--- src/rtl/map_pkg.sv ---
// Shared map definitions: geometry of the 30x160-bit map RAM and the tile encoding
// used by the VGA, pacman and ghost controllers.
package map_pkg;

   localparam int unsigned MAP_COLS = 40;
   localparam int unsigned MAP_ROWS = 30;
   localparam int unsigned TILE_W   = 4;
   localparam int unsigned ROW_W    = MAP_COLS * TILE_W;

   typedef logic [TILE_W-1:0] tile_t;

   typedef enum logic [TILE_W-1:0] {
      TileEmpty  = 4'h0,
      TileWall   = 4'h1,
      TilePill   = 4'h2,
      TilePower  = 4'h3,
      TilePacman = 4'h4,
      TileGhost  = 4'h5
   } tile_code_e;

   // Column 0 is the most significant nibble of a row.
   function automatic tile_t get_tile(input logic [ROW_W-1:0] row, input int unsigned col);
      return row[ROW_W - TILE_W - TILE_W * col +: TILE_W];
   endfunction

   function automatic logic [ROW_W-1:0] set_tile(input logic [ROW_W-1:0] row,
                                                  input int unsigned      col,
                                                  input tile_t            tile);
      logic [ROW_W-1:0] r;
      r = row;
      r[ROW_W - TILE_W - TILE_W * col +: TILE_W] = tile;
      return r;
   endfunction

endpackage

--- src/rtl/map_port_arbiter_if.sv ---
// Requester handshake and map RAM port-B signals of the map port arbiter.
interface map_port_arbiter_if #(
   parameter int unsigned N_REQ = 3
);

   logic [N_REQ-1:0]          req;
   logic [6*N_REQ-1:0]        req_x;
   logic [5*N_REQ-1:0]        req_y;
   logic [4*N_REQ-1:0]        req_tile;
   logic [N_REQ-1:0]          ack;
   logic [3:0]                old_tile;
   logic                      err;
   logic                      busy;
   logic [4:0]                ram_addr;
   logic                      ram_wren;
   logic [map_pkg::ROW_W-1:0] ram_wrdata;
   logic [map_pkg::ROW_W-1:0] ram_rddata;

   modport master (
      output req, req_x, req_y, req_tile, ram_rddata,
      input  ack, old_tile, err, busy, ram_addr, ram_wren, ram_wrdata
   );

   modport slave (
      input  req, req_x, req_y, req_tile, ram_rddata,
      output ack, old_tile, err, busy, ram_addr, ram_wren, ram_wrdata
   );

endinterface

--- src/rtl/rr_arbiter.sv ---
// N-way round-robin arbiter: the search starts one past ptr_i and returns a one-hot
// grant plus its index.
module rr_arbiter #(
   parameter int unsigned NumReq = 3,
   parameter int unsigned IdxW   = (NumReq > 1) ? $clog2(NumReq) : 1
) (
   input  logic [NumReq-1:0] req_i,
   input  logic [IdxW-1:0]   ptr_i,
   output logic [NumReq-1:0] gnt_o,
   output logic [IdxW-1:0]   idx_o,
   output logic              valid_o
);

   always_comb begin
      int unsigned cand;
      gnt_o   = '0;
      idx_o   = '0;
      valid_o = 1'b0;
      for (int unsigned off = 1; off <= NumReq; off++) begin
         cand = (32'(ptr_i) + off) % NumReq;
         if (!valid_o && req_i[cand]) begin
            valid_o = 1'b1;
            idx_o   = IdxW'(cand);
         end
      end
      if (valid_o) begin
         gnt_o[idx_o] = 1'b1;
      end
   end

endmodule

--- src/rtl/map_port_arbiter.sv ---
// Round-robin read-modify-write arbiter for port B of the map RAM; returns the
// previous tile of every update so callers can detect collisions.
module map_port_arbiter
   import map_pkg::*;
#(
   parameter int unsigned N_REQ  = 3,
   parameter int unsigned RD_LAT = 2,
   parameter int unsigned COLS   = 40,
   parameter int unsigned ROWS   = 30
) (
   input logic             CLOCK_50,
   input logic             reset_n,
   map_port_arbiter_if.slave bus
);

   localparam int unsigned IdxW = (N_REQ > 1) ? $clog2(N_REQ) : 1;
   localparam int unsigned CntW = (RD_LAT > 1) ? $clog2(RD_LAT) : 1;

   localparam logic [1:0] StIdle  = 2'd0;
   localparam logic [1:0] StRead  = 2'd1;
   localparam logic [1:0] StWrite = 2'd2;
   localparam logic [1:0] StAck   = 2'd3;

   logic [1:0]       state_q, state_d;
   logic [IdxW-1:0]  ptr_q, ptr_d;
   logic [IdxW-1:0]  win_idx_q, win_idx_d;
   logic [CntW-1:0]  cnt_q, cnt_d;
   logic [5:0]       x_q, x_d;
   logic [4:0]       y_q, y_d;
   tile_t            tile_q, tile_d;
   logic [ROW_W-1:0] row_q, row_d;
   logic [4:0]       ram_addr_q, ram_addr_d;
   logic             ram_wren_q, ram_wren_d;
   logic [ROW_W-1:0] ram_wrdata_q, ram_wrdata_d;
   logic [N_REQ-1:0] ack_q, ack_d;
   tile_t            old_tile_q, old_tile_d;
   logic             err_q, err_d;
   logic             busy_q, busy_d;

   logic [N_REQ-1:0] gnt;
   logic [IdxW-1:0]  gnt_idx;
   logic             gnt_valid;
   logic [5:0]       sel_x;
   logic [4:0]       sel_y;
   tile_t            sel_tile;
   logic             sel_oor;

   rr_arbiter #(
      .NumReq (N_REQ),
      .IdxW   (IdxW)
   ) u_rr_arbiter (
      .req_i   (bus.req),
      .ptr_i   (ptr_q),
      .gnt_o   (gnt),
      .idx_o   (gnt_idx),
      .valid_o (gnt_valid)
   );

   assign sel_x    = bus.req_x[6 * 32'(gnt_idx) +: 6];
   assign sel_y    = bus.req_y[5 * 32'(gnt_idx) +: 5];
   assign sel_tile = bus.req_tile[4 * 32'(gnt_idx) +: 4];
   assign sel_oor  = (32'(sel_x) >= COLS) || (32'(sel_y) >= ROWS);

   always_comb begin
      state_d      = state_q;
      ptr_d        = ptr_q;
      win_idx_d    = win_idx_q;
      cnt_d        = cnt_q;
      x_d          = x_q;
      y_d          = y_q;
      tile_d       = tile_q;
      row_d        = row_q;
      ram_addr_d   = ram_addr_q;
      ram_wrdata_d = ram_wrdata_q;
      ram_wren_d   = 1'b0;
      ack_d        = '0;
      old_tile_d   = '0;
      err_d        = 1'b0;

      case (state_q)
         StIdle: begin
            if (gnt_valid) begin
               win_idx_d = gnt_idx;
               x_d       = sel_x;
               y_d       = sel_y;
               tile_d    = sel_tile;
               // Out-of-range requests never touch the RAM.
               if (sel_oor) begin
                  ack_d   = gnt;
                  err_d   = 1'b1;
                  state_d = StAck;
               end else begin
                  ram_addr_d = sel_y;
                  cnt_d      = '0;
                  state_d    = StRead;
               end
            end
         end
         StRead: begin
            if (cnt_q == CntW'(RD_LAT - 1)) begin
               row_d        = bus.ram_rddata;
               ram_wrdata_d = set_tile(bus.ram_rddata, 32'(x_q), tile_q);
               ram_wren_d   = 1'b1;
               state_d      = StWrite;
            end else begin
               cnt_d = cnt_q + 1'b1;
            end
         end
         StWrite: begin
            ack_d[win_idx_q] = 1'b1;
            old_tile_d       = get_tile(row_q, 32'(x_q));
            state_d          = StAck;
         end
         StAck: begin
            ptr_d   = win_idx_q;
            state_d = StIdle;
         end
         default: state_d = StIdle;
      endcase

      busy_d = (state_d != StIdle);
   end

   always_ff @(posedge CLOCK_50 or negedge reset_n) begin
      if (!reset_n) begin
         state_q      <= StIdle;
         ptr_q        <= IdxW'(N_REQ - 1);
         win_idx_q    <= '0;
         cnt_q        <= '0;
         x_q          <= '0;
         y_q          <= '0;
         tile_q       <= '0;
         row_q        <= '0;
         ram_addr_q   <= '0;
         ram_wren_q   <= 1'b0;
         ram_wrdata_q <= '0;
         ack_q        <= '0;
         old_tile_q   <= '0;
         err_q        <= 1'b0;
         busy_q       <= 1'b0;
      end else begin
         state_q      <= state_d;
         ptr_q        <= ptr_d;
         win_idx_q    <= win_idx_d;
         cnt_q        <= cnt_d;
         x_q          <= x_d;
         y_q          <= y_d;
         tile_q       <= tile_d;
         row_q        <= row_d;
         ram_addr_q   <= ram_addr_d;
         ram_wren_q   <= ram_wren_d;
         ram_wrdata_q <= ram_wrdata_d;
         ack_q        <= ack_d;
         old_tile_q   <= old_tile_d;
         err_q        <= err_d;
         busy_q       <= busy_d;
      end
   end

   assign bus.ack        = ack_q;
   assign bus.old_tile   = old_tile_q;
   assign bus.err        = err_q;
   assign bus.busy       = busy_q;
   assign bus.ram_addr   = ram_addr_q;
   assign bus.ram_wren   = ram_wren_q;
   assign bus.ram_wrdata = ram_wrdata_q;

endmodule

--- src/flat_wrapper.sv ---
// flat-port wrapper written by rule: the top's interface ports become plain ports
module map_port_arbiter_flat import map_pkg::*;
#(
   parameter int unsigned N_REQ  = 3,
   parameter int unsigned RD_LAT = 2,
   parameter int unsigned COLS   = 40,
   parameter int unsigned ROWS   = 30
)
  (CLOCK_50, reset_n, bus_req, bus_req_x, bus_req_y, bus_req_tile, bus_ram_rddata, bus_ack, bus_old_tile, bus_err, bus_busy, bus_ram_addr, bus_ram_wren, bus_ram_wrdata);
  map_port_arbiter_if #(.N_REQ(N_REQ)) bus_i ();
  input logic CLOCK_50;
  input logic reset_n;
  input wire logic [$bits(bus_i.req)-1:0] bus_req;
  input wire logic [$bits(bus_i.req_x)-1:0] bus_req_x;
  input wire logic [$bits(bus_i.req_y)-1:0] bus_req_y;
  input wire logic [$bits(bus_i.req_tile)-1:0] bus_req_tile;
  input wire logic [$bits(bus_i.ram_rddata)-1:0] bus_ram_rddata;
  output wire logic [$bits(bus_i.ack)-1:0] bus_ack;
  output wire logic [$bits(bus_i.old_tile)-1:0] bus_old_tile;
  output wire logic [$bits(bus_i.err)-1:0] bus_err;
  output wire logic [$bits(bus_i.busy)-1:0] bus_busy;
  output wire logic [$bits(bus_i.ram_addr)-1:0] bus_ram_addr;
  output wire logic [$bits(bus_i.ram_wren)-1:0] bus_ram_wren;
  output wire logic [$bits(bus_i.ram_wrdata)-1:0] bus_ram_wrdata;
  assign bus_i.req = bus_req;
  assign bus_i.req_x = bus_req_x;
  assign bus_i.req_y = bus_req_y;
  assign bus_i.req_tile = bus_req_tile;
  assign bus_i.ram_rddata = bus_ram_rddata;
  assign bus_ack = bus_i.ack;
  assign bus_old_tile = bus_i.old_tile;
  assign bus_err = bus_i.err;
  assign bus_busy = bus_i.busy;
  assign bus_ram_addr = bus_i.ram_addr;
  assign bus_ram_wren = bus_i.ram_wren;
  assign bus_ram_wrdata = bus_i.ram_wrdata;
  map_port_arbiter #(.N_REQ(N_REQ), .RD_LAT(RD_LAT), .COLS(COLS), .ROWS(ROWS)) u_core (.CLOCK_50(CLOCK_50), .reset_n(reset_n), .bus(bus_i));
endmodule
--- config.mk ---
export PLATFORM = sky130hd
export DESIGN_NAME = map_port_arbiter_flat
export DESIGN_NICKNAME = d
export VERILOG_FILES = /design/src/rtl/map_pkg.sv /design/src/rtl/map_port_arbiter_if.sv /design/src/rtl/rr_arbiter.sv /design/src/rtl/map_port_arbiter.sv /design/src/flat_wrapper.sv
export SDC_FILE = /design/constraint.sdc
export NUM_CORES = 1
export LEC_CHECK = 0
export ABC_CLOCK_PERIOD_IN_PS = 8400
export CAP_MARGIN = 0
export CORE_MARGIN = 2
export CORE_UTILIZATION = 36
export DETAILED_ROUTE_END_ITERATION = 16
export SYNTH_ARGS = -nofsm -noshare
export SYNTH_HDL_FRONTEND = slang
export SYNTH_SLANG_ARGS = --single-unit
--- constraint.sdc ---
create_clock -name CLOCK_50 -period 8.4 [get_ports CLOCK_50]
set_input_delay 1.26 -clock CLOCK_50 [delete_from_list [all_inputs] [get_ports CLOCK_50]]
set_output_delay 1.26 -clock CLOCK_50 [all_outputs]
set_load 0.03 [all_outputs]
# Word level (Yosys, flattened, before mapping)
# Index checks and enable logic that the tools add are counted.
# word_totals
reg_bits	352
latch_bits	0
ram_bits	0
rom_bits	0
out_inout_bits	175
word_cells	94
mem_count	0
# classes
n_addsub	6
multipliers	2
div	3
order_cmp	9
eq_ne	5
shift	6
muxes	34
n_bitwise	1
n_reduce_logical	14
# ops
op	n
$bwmux 160	1
$shift 4x34->160 const A	1
$shiftx 160x33->4	1
$shiftx 4x34->160	1
$lt 32x3->1 const B	3
$mod 32x2->32 const B	3
$neg 32->34	1
$shiftx 18x6->6	1
$mux 1	16
$shiftx 15x6->5	1
$mux 2	6
$shiftx 12x5->4	1
$sub 8x8->9 const A	1
$pmux 2 s4	1
$add 2x2->3 const B	2
$bmux 1 s2	3
$ge 6x6->1 const B	1
$lt 2x3->1 const B	2
$mux 3	2
$pmux 3 s2	1
$reduce_and 3->1	2
$ge 5x5->1 const B	1
$mul 3x2->5 const A	1
$demux 1 s2	2
other kinds (17)	25

# Logic depth before layout (Yosys ltp)
# depth
ltp_word	19
ltp_mapped	16
ltp_nobuf	13

# By module
# Synthesis repeated with hierarchy kept, for this count alone.
# unflattened
cells_unflattened	1821
area_unflattened_um2	17352.9
# modules_own_cells
mod	n_inst	cells_per_inst	area_each_um2	seq_area_each_um2
map_port_arbiter	1	1782	17095.1	8809.7
rr_arbiter	1	39	257.7	0.0

# Worst setup path after synthesis
# No wires, ideal clock.
# synth_timing
path_type	register to register
startpoint	register u_core.x_q[3]
endpoint	register u_core.ram_wrdata_q[36], in the netlist u_core.bus.ram_wrdata[36]
t_arrival_ns	3.917
required_time_ns	8.263
slack_ns	4.346
stages_incl_launch_ff	16
cell_sequence	dfrtp_1 > buf_2 > clkinv_1 > ha_1 > clkbuf_1 > nor3_1 > nand2_1 > ha_1 > or4_1 > nor3_1 > o21ai_1 > or4_4 > buf_6 > nor3_4 > mux2i_1 > a21oi_1
# synth_between
elab_chain_len	4
# synth_rtl
item	line_no	text
from (decl)	map_port_arbiter.sv:28	logic [5:0] x_q, x_d;
from (signal assigned)	map_port_arbiter.sv:130	x_q <= '0;
from (signal assigned)	map_port_arbiter.sv:146	x_q <= x_d;
$sub 8x8->9 (*)	map_pkg.sv:31	r[ROW_W - TILE_W - TILE_W * col +: TILE_W] = tile;
$neg 32->34 (*)	map_pkg.sv:31	
$shiftx 4x34->160 or $shift 4x34->160 (tied branches)	map_pkg.sv:31	
$bwmux 160 (*)	map_pkg.sv:31	
to (signal assigned)	map_port_arbiter.sv:152	ram_wrdata_q <= ram_wrdata_d;
to (decl)	map_port_arbiter.sv:34	logic [ROW_W-1:0] ram_wrdata_q, ram_wrdata_d;
# Mark *: on every way between the ends. The rest lies on a longest branch, timed or not.
# A chain may end at the register's enable or synchronous reset.

# Worst setup path in the final report
# layout_timing
startpoint	register u_core.x_q[3]
endpoint	register u_core.ram_wrdata_q[33], in the netlist u_core.bus.ram_wrdata[33]
# The elaborated chain is that of the path after synthesis.

==> results.md <==
* Hold-fix buffers, CTS at 0
* Net Sw Frac at 44.0%
* Data required, critical path at 8.78 ns
* Resized cells post-CTS at 0
* Power per Cell Area at 439 nW/µm²
* Final Hold Viols at 0
* Global Route Usage Sum at 23.3%
* Combinational power share at 49.7%
* Slew at the pin with the worst max-slew slack at 1.02 ns
* Detail Route Antenna Nets at 0
* Clock sinks at roughly 350
* Post-synthesis xor/xnor area fraction at less than 1%
* Layout cells sized above 1 at slightly above 8%
* Drt pass-1 iters at 5
* VDD IR-drop max at about 0.23 mV
* Max cap viols at 0
* RSZ-0062 raised after global routing: false
* CP Launch Type: register
* Critical path arrival at ~5.2 ns
* Flop pwr share at 31.7%
* Fin area at 22700 µm²
* Maximum clock frequency at 209 MHz
* Routed length per instance at between 20 and 25 µm
* Total vias in the final route at 14100
* Leak at about 0.010 µW
* Post-synthesis instance total at 1745
* DIE WIDTH at 221 µm
* # diodes at 0
* IO buf count at roughly 380
* Post-place setup slack at 3.64 ns
* Starting Density at 36.4%
* Largest net degree at the start of global routing at 224
* Top cells by area, synth: dfrtp_1 (52%), nand2_1 (12%), mux2i_1 (9.9%)
* Post-synthesis mux area share at 17.2%
* Post-CTS setup buffer count at 0
* Flops & latches, synth at roughly 350
* Clock Power Share at between 10% and 20%
* Kind of critical path: reg -> reg
* Clock-pin slew on the worst setup and hold paths at about 0.060 ns
* Ys async rst share at 100%
* Most common cell after layout, fill and taps aside: nand2_1
* Syn Area/Cell at 9.72 µm²
* Top_reg_cell synth: dfrtp_1
* Netlist cell types at 60
* Psw at between 4000 and 5000 µW
* Total wire length at between 50 and 60 mm
* Most frequent cells in the layout: nand2_1 (560), clkdlybuf4s50_1 (383), dfrtp_1 (345), mux2i_1 (168), nor2_1 (159)
* Grt total ovfl at 0
* Clock Tree Root: clkbuf_16
* Routability cong. at 0.839
* Yosys top cell by area: dfrtp_1
* First DRT Iteration DRCs at 977
* Vias in the first global route at 14500
* H-tree depth at 2
* Type of the tightest min-delay check: reg -> reg
* CP endpoint kind: register
* Crit-path leading delay family: simple AND/OR/NAND/NOR gates
* Post-synth EDFFs at 0
* Mapped Nets at 1969
* Worst-Skew Late Latency at roughly 0.57 ns
* Slowest cell delay on critical path at 0.69 ns
* Antenna violations before repair at 2
* Synth Area in Adders at 1.09%
* Synthesis-to-layout area growth at 33.7%
* Hold Slack at between 0.4 and 0.5 ns
* Total Power at 9960 µW
* Worst Path Buf+Inv at 1
* Hpwl dp at 41.2 mm
* Compound-Gate Fraction of Synth Area at between 6 and 7%
* Tcrit/Tclk final at 57.1%
* Simple-Gate Fraction of Synth Area at 19.5%
* CTS Buf Count at 41
* Worst path cell trace: clkinv_1 > ha_1 > xor2_2 > nor3_1 > nand2_1 > ha_1 > or4_1 > nor3_1 > o21ai_1 > nor4_4 > nand2_1 > mux2i_1 > a21oi_1
* Max clock buf depth at 3
* Final setup fails at 0
* Clock Skews at 0.0304 ns
* Num rows at a little under 80
* Max_slew headroom at 32.2%
* Mapped cell area at around 17000 µm²
* CTS tree: yes
* IO Pins at approximately 390
* Layout Nets at 2299
* Slowest stage cell, crit path: nor4_4
* Residual DRC at 0
* Critical Path Fanout Max at 8
* Main combinational cell family by area after synthesis: simple AND/OR/NAND/NOR gates
* Run status: finished clean
* Setup TNS at 0 ns
* Final Worst Setup Slack at roughly 3.6 ns
* Final slew viol count at 0
* Yosys warning total at 0
* Final Critical Period at approximately 4.8 ns
* Register area share after synthesis at 51.9%
* Via density at 5.20
* Internal power at around 5600 µW
* Die ar. at 48900 µm²
* Die Ht at 221 µm
* CORE AREA at 46600 µm²
* Placed Area at ~21000 µm²
* First-pass GRT wire length at 88.1 mm
* Share of Yosys cell area claimed by the top area cell type at around half
==> synth_stat cells, drive strengths merged (7+ instances only) <==
| cell type | count |
|---|---|
| clkbuf | 95 |
| ha | 14 |
| and2 | 7 |
| nand3 | 19 |
| inv | 12 |
| dfrtp | 351 |
| buf | 19 |
| a31oi | 9 |
| mux2 | 12 |
| o21ai | 41 |
| mux2i | 168 |
| nor3 | 16 |
| nor2 | 168 |
| nand2 | 561 |
| a21oi | 136 |
| mux4 | 48 |
| and3 | 7 |
==> power groups by stage <==
stage	registers [µW]	logic, µW	clock network, µW
after floorplan	3670	2530	0
after global placement	3160	4920	0
after detailed placement	3180	4980	0
after CTS	3160	5000	1890
after global routing	3260	5390	1960
final	3160	4950	1850
==> cell families after synthesis <==
logic type                 count (synthesis)
AOI/OAI and AO/OA                        211
buffers and inverters                    127
and+or+nand+nor                          804
xor gates and xnor gates                   8
muxes                                    228
adders and majority gates                 15
DFF                                      352
==> worst register-to-register path, cell delays in order, from the launching register on <==
cell      delay [ns]
dfrtp_1         0.58
clkinv_1        0.33
ha_1            0.34
xor2_2          0.24
nor3_1          0.46
nand2_1         0.11
ha_1            0.22
or4_1           0.51
nor3_1          0.15
o21ai_1         0.26
nor4_4          0.69
nand2_1         0.40
mux2i_1         0.24
a21oi_1         0.08
==> worst paths after layout <==
check,start,end,slack [ns],cells after the start
hold reg to reg,u_core.row_q[116],u_core.row_q[116],0.47,2
setup / recovery,u_core.x_q[3],u_core.bus.ram_wrdata[33],3.61,13
setup reg to reg,u_core.x_q[3],u_core.bus.ram_wrdata[33],3.61,13
hold / removal,u_core.row_q[116],u_core.row_q[116],0.47,2
min in group asynchronous,reset_n,u_core.row_q[148],0.69,1
max in group asynchronous,reset_n,u_core.bus.ram_wrdata[25],5.75,3
==> metal layers <==
layer | up-vias | share of wire, % | GRT usage [%] | wire length (µm)
met2 | 434 | 48 | 38.0 | 27200
met3 | 74 | 6.2 | 4.91 | 3550
li1 | 6531 | - | - | -
met1 | 7057 | 44 | 31.9 | 25100
met5 | - | 0.039 | 0 | 22
met4 | 4 | 2.2 | 5.67 | 1260
==> final cells by class <==
type | instances | area, µm²
clock buffers | 59 | 1200
well taps | 607 | 759
inverters | 13 | 56.3
repair buffers | 401 | 4000
clock inverters | 14 | 184
fillers | 4386 | 23900
flip-flops and latches | 352 | 8820
multi-input cells | 1266 | 7670
==> state kept, by name, indices dropped and copies added (netlist names) <==
name                   flops
u_core.bus.ram_wren        1
u_core.cnt_q               1
u_core.tile_q              4
u_core.bus.busy            1
u_core.ptr_q               2
u_core.row_q             160
u_core.x_q                 6
u_core.bus.err             1
u_core.bus.old_tile        4
u_core.win_idx_q           2
u_core.state_q             2
u_core.bus.ram_wrdata    160
u_core.bus.ack             3
u_core.bus.ram_addr        5
==> per-stage QoR <==
step / utilization, % / instances
final: 48.7 / 2712
after global routing: 48.7 / 2712
after CTS: 48.7 / 2712
after detailed placement: 45.8 / 2639
after global placement: 45.8 / 2639
after floorplan: - / 1745
Power figures use the tool's default switching activity.
